[src/rtl/laser_host.sv]
// Host-side driver for the LASER coverage engine: double-buffers 40-point frames,
// replays them cycle-aligned on X/Y, owns LASER's reset and captures each result.
module laser_host #(
  parameter int unsigned NPTS = 40
) (
  input  logic       CLK,
  input  logic       RST,
  input  logic       in_valid,
  output logic       in_ready,
  input  logic [3:0] in_x,
  input  logic [3:0] in_y,
  output logic       LRST,
  output logic [3:0] X,
  output logic [3:0] Y,
  input  logic       DONE,
  input  logic [3:0] C1X,
  input  logic [3:0] C1Y,
  input  logic [3:0] C2X,
  input  logic [3:0] C2Y,
  output logic       res_valid,
  input  logic       res_ready,
  output logic [3:0] res_c1x,
  output logic [3:0] res_c1y,
  output logic [3:0] res_c2x,
  output logic [3:0] res_c2y,
  output logic       overrun
);
  localparam int unsigned PW = (NPTS > 1) ? $clog2(NPTS) : 1;
  localparam logic [PW-1:0] LAST = PW'(NPTS - 1);

  typedef enum logic [1:0] {HOLD, STREAM, WAIT} state_t;

  state_t        state_q, state_d;
  logic [1:0]    full_q, full_d;
  logic [PW-1:0] wptr_q, wptr_d;
  logic [PW-1:0] ridx_q, ridx_d;
  logic          wr_bank_q, wr_bank_d;
  logic          rd_bank_q, rd_bank_d;
  logic          free_q, free_d;
  logic          lrst_q, lrst_d;
  logic [7:0]    xy_q, xy_d;
  logic          res_valid_q, res_valid_d;
  logic          overrun_q, overrun_d;
  logic [15:0]   res_q, res_d;

  logic [7:0]    mem [2][NPTS];
  logic          accept;
  logic          rd_cur;

  assign in_ready = !full_q[wr_bank_q];
  assign accept   = in_valid && in_ready;
  // The bank release lands one edge after the last point is driven; a DONE on
  // that same edge must already look at the next bank.
  assign rd_cur   = rd_bank_q ^ free_q;

  always_ff @(posedge CLK) begin
    if (accept) mem[wr_bank_q][wptr_q] <= {in_y, in_x};
  end

  always_comb begin
    state_d     = state_q;
    full_d      = full_q;
    wptr_d      = wptr_q;
    ridx_d      = ridx_q;
    wr_bank_d   = wr_bank_q;
    rd_bank_d   = rd_bank_q;
    free_d      = 1'b0;
    lrst_d      = lrst_q;
    xy_d        = xy_q;
    res_valid_d = res_valid_q;
    overrun_d   = overrun_q;
    res_d       = res_q;

    if (accept) begin
      if (wptr_q == LAST) begin
        wptr_d            = '0;
        full_d[wr_bank_q] = 1'b1;
        wr_bank_d         = !wr_bank_q;
      end else begin
        wptr_d = wptr_q + 1'b1;
      end
    end

    if (free_q) begin
      full_d[rd_bank_q] = 1'b0;
      rd_bank_d         = !rd_bank_q;
    end

    if (res_valid_q && res_ready) res_valid_d = 1'b0;

    unique case (state_q)
      HOLD: begin
        lrst_d = 1'b1;
        xy_d   = '0;
        if (full_q[rd_bank_q]) begin
          lrst_d  = 1'b0;
          xy_d    = mem[rd_bank_q][0];
          ridx_d  = PW'(1);
          state_d = STREAM;
        end
      end
      STREAM: begin
        xy_d   = mem[rd_bank_q][ridx_q];
        ridx_d = ridx_q + 1'b1;
        if (ridx_q == LAST) begin
          ridx_d  = '0;
          free_d  = 1'b1;
          state_d = WAIT;
        end
      end
      WAIT: begin
        xy_d = '0;
        if (DONE) begin
          res_d       = {C1X, C1Y, C2X, C2Y};
          res_valid_d = 1'b1;
          if (res_valid_q && !res_ready) overrun_d = 1'b1;
          if (full_q[rd_cur]) begin
            xy_d    = mem[rd_cur][0];
            ridx_d  = PW'(1);
            state_d = STREAM;
          end else begin
            lrst_d  = 1'b1;
            state_d = HOLD;
          end
        end
      end
      default: state_d = HOLD;
    endcase
  end

  always_ff @(posedge CLK or posedge RST) begin
    if (RST) begin
      state_q     <= HOLD;
      full_q      <= '0;
      wptr_q      <= '0;
      ridx_q      <= '0;
      wr_bank_q   <= 1'b0;
      rd_bank_q   <= 1'b0;
      free_q      <= 1'b0;
      lrst_q      <= 1'b1;
      xy_q        <= '0;
      res_valid_q <= 1'b0;
      overrun_q   <= 1'b0;
      res_q       <= '0;
    end else begin
      state_q     <= state_d;
      full_q      <= full_d;
      wptr_q      <= wptr_d;
      ridx_q      <= ridx_d;
      wr_bank_q   <= wr_bank_d;
      rd_bank_q   <= rd_bank_d;
      free_q      <= free_d;
      lrst_q      <= lrst_d;
      xy_q        <= xy_d;
      res_valid_q <= res_valid_d;
      overrun_q   <= overrun_d;
      res_q       <= res_d;
    end
  end

  assign LRST      = lrst_q;
  assign {Y, X}    = xy_q;
  assign res_valid = res_valid_q;
  assign overrun   = overrun_q;
  assign {res_c1x, res_c1y, res_c2x, res_c2y} = res_q;

endmodule

[config.mk]
export PLATFORM = sky130hd
export DESIGN_NAME = laser_host
export DESIGN_NICKNAME = d
export VERILOG_FILES = /design/src/rtl/laser_host.sv
export SDC_FILE = /design/constraint.sdc
export NUM_CORES = 1
export LEC_CHECK = 0
export BUFFER_PORTS_ARGS = -buffer_cell sky130_fd_sc_hd__buf_2
export CAP_MARGIN = 20
export CORE_AREA = 3 3 251 253
export CTS_CLUSTER_SIZE = 20
export DETAILED_ROUTE_END_ITERATION = 12
export DIE_AREA = 0 0 254 256
export GPL_TIMING_DRIVEN = 0
export PLACE_DENSITY = 0.69
export SLEW_MARGIN = 5
export SYNTH_ARGS = -nofsm -noshare
export SYNTH_HDL_FRONTEND = slang
export SYNTH_SLANG_ARGS = --single-unit
[constraint.sdc]
create_clock -name CLK -period 2.3 [get_ports CLK]
set_input_delay 0.575 -clock CLK [delete_from_list [all_inputs] [get_ports CLK]]
set_output_delay 0.575 -clock CLK [all_outputs]
set_load 0.03 [all_outputs]
==> impl_metrics.yaml <==
outcome:
  status: "finished with violations"
  violations: "setup timing"
logic_synthesis:
  synth_compound_area_share_pct: 3.61
  synth-seq-cells: 686
  synth_edf_count: 640
  postSynthCellCount: 1416
  yosysWarningCount: 0
  syn-num-nets: 1451
  synthesis.area_sq_mm: 0.0274
  synth_mux_area_share_pct: 14.8
  synth_top_family_by_area: "multiplexers"
  synth_ff_type: "edfxtp_1"
  syn_avg_cell_area_sq_um: 19.3
  synthAdderAreaFrac_pct: 0.274
  synth-seq-area-share_pct: 74.4
  async_flop_share_pct: 6.71
  synthXorXnorAreaFrac_pct: 0.160
  synth-simple-area-share_pct: 4.61
  synth_cell_types: 66
detailed_routing:
  firstDrtPassIters: 5
  drc: 0
  drtAntennaViolNets: 0
  post_drt_wl_per_cell_um: 28.2
  drtIter0Drc: 1898
  drt_wl_total_mm: 69.6
  vias: 14900
  viasPerCell: 6.04
power_and_ir_drop:
  p_leak_nw: 10.6
  powerDensity_mw_per_mm2: 981
  vdd_drop_max_uv: 430
timing:
  relSlewSlack_pct: 35.4
  finalCriticalPeriod_ns: 2.32
  hold_viol: 0
  tightestPinTransition_ns: 0.969
  fin_ws_ns: -0.0249
  rsz0062_at_grt: "yes"
  fmax_mhz: 430
  finalCritPeriodShare_pct: 101
  setup_viol: 5
  fin_tns_setup_ns: -0.0750
  timing.hold.ws_ns: 0.211
  slew_viol_final: 0
  finClkSkew_ns: 0.0200
placed_design:
  dp.cells: 2266
  detailed_place_hpwl_mm: 43.6
  gp_congestion: 0.878
  io_buffers: 56
  placed_cell_area_sq_mm: 0.0287
setup_path:
  crit_slowest_cell: "mux4_2"
  path_buf_inv: 3
  end_kind: "flip-flop"
  crit_cells: 8
  cp_max_fo: 10
  r2r_cells: 8
  startpoint: "rd_bank_q"
  crit_chain: "buf_4, clkbuf_16, buf_12, mux4_2, o22ai_4, nor4_1, a22oi_2, a21oi_1"
  worstPathRequired_ns: 2.78
  cp_data_arrival_time_ns: 2.80
  r2r-start: "rd_bank_q"
  slowest_delay_ns: 0.56
  critPathKind: "flip-flop to flip-flop"
  start_kind: "flip-flop"
  path_delay_family: "compound AO/OA/AOI/OAI gates"
layout:
  layout_commonest_cell: "edfxtp_1"
  final_cells: 2474
  diodes: 0
  register_area_sq_mm: 0.0204
  drive_gt1_share_pct: 38.4
  final_area_sq_mm: 0.0334
  nNetsFinal: 1668
  final_util_pct: 54.5
  area_delta_synth_final_pct: 22.0
  num-fill-cells: 4538
  final_cell_mix: "edfxtp_1, mux4_2, nor2_4, clkbuf_16, buf_4"
  multiInputGateArea_sq_mm: 0.00755
floorplan:
  die_w_um: 254
  ios: 57
  fp.coreArea_sq_mm: 0.0613
  start_util_pct: 44.7
  die-area_sq_mm: 0.0650
  fp.dieH_um: 256
  num_rows: 91
min_path:
  hp-start: "C2X[1]"
  min_path_type: "primary input to flip-flop"
  min_path_cells: 2
cts:
  cts_tree: "yes"
  cts_inserted_buffers: 68
  insertion_delay_ns: 0.60
  path_clk_slew_ns: 0.06
  clockRootBuffer: "clkbuf_16"
  clock-sinks: 686
  clockBufferDepth: 3
  ctsHtreeMaxLevel: 3
global_route:
  grt_pass1_wl_mm: 101
  antenna_found_initial: 1
  grt_use_total_pct: 21.3
  grt_max_degree: 81
  grt_pass1_vias: 14900
  grt_overflow: 0
flow_run:
  maxCapViolCount: 0
-- logic make-up after synthesis --
group           Yosys count
flops                   686
compound gates          154
fa+ha+maj                 6
simple gates            264
mux                     214
buf+inv                  87
xor+xnor                  5
-- cells in the mapped netlist, types with 11 or more instances --
cell type  count  area share, %
mux2_2        38            1.6
a21oi_1       22           0.40
o22ai_1       53            1.2
dfrtp_1       45            4.1
mux4_2       109            9.0
buf_2         21           0.38
nor2_1       126            1.7
nor2b_1       22           0.50
nand2_1       33           0.45
buf_6         13           0.53
a211oi_1      14           0.38
mux2i_1       36            1.3
nor4_1        13           0.30
mux4_1        30            2.9
o21ai_0       25           0.46
nand3_1       32           0.59
edfxtp_1     640             70
clkbuf_1      17           0.23
inv_1         11           0.15
-- per-layer routing --
layer	part of all wire [%]	up-vias	GRT usage, %
met3	8.7	126	4.45
met2	47	712	33.1
met1	41	7844	30.2
met4	3.1	2	7.33
met5	0.010	-	0
li1	-	6247	-
-- per-stage QoR --
step,power (mW),setup WS (ns)
global placement,20.5,-0.899
floorplan,18.1,-0.0703
CTS,32.3,-0.0907
finish,32.8,-0.0249
global route,33.7,-0.102
detailed placement,20.6,-0.997
-- timing repair --
action	4_1_cts	5_1_grt
gates resized for setup	297	91
cloned	1	3
hold buffers	1	0
buffers inserted	61	24
pin swaps	54	21
endpoints found under the hold margin	10	0
endpoints found under the setup margin	649	334
-- final timing paths --
path | slack [ns] | end
max | -0.02 | xy_q[7]
min | 0.21 | res_q[5]
max reg2reg | -0.02 | xy_q[7]
min reg2reg | 0.48 | overrun
max in group asynchronous | 1.27 | LRST
min in group asynchronous | 0.46 | res_q[2]
-- flip-flops by register name, summed over array words and instances, names as in the netlist --
signal,flops
xy_q,8
free_q,1
res_q,16
overrun,1
mem,640
ridx_q,6
LRST,1
wptr_q,6
res_valid,1
wr_bank_q,1
full_q,2
rd_bank_q,1
state_q,2
-- where the power goes --
part	internal, mW	leakage [nW]	switching [mW]
sequential	14.1	6.35	0.279
combinational	2.75	3.21	4.87
clock	6.17	1.03	4.55
total	23.0	10.6	9.70
-- cell type report --
type                            instances  area share (%)
Sequential cell                       686            61.0
Multi-Input combinational cell        643            22.6
Clock buffer                           88            5.60
Timing Repair Buffer                  150            4.47
Tap cell                              790            2.96
Buffer                                 72            2.43
Clock inverter                         33           0.753
Inverter                               12           0.135
Note: power is estimated with default switching activity, not from simulation.
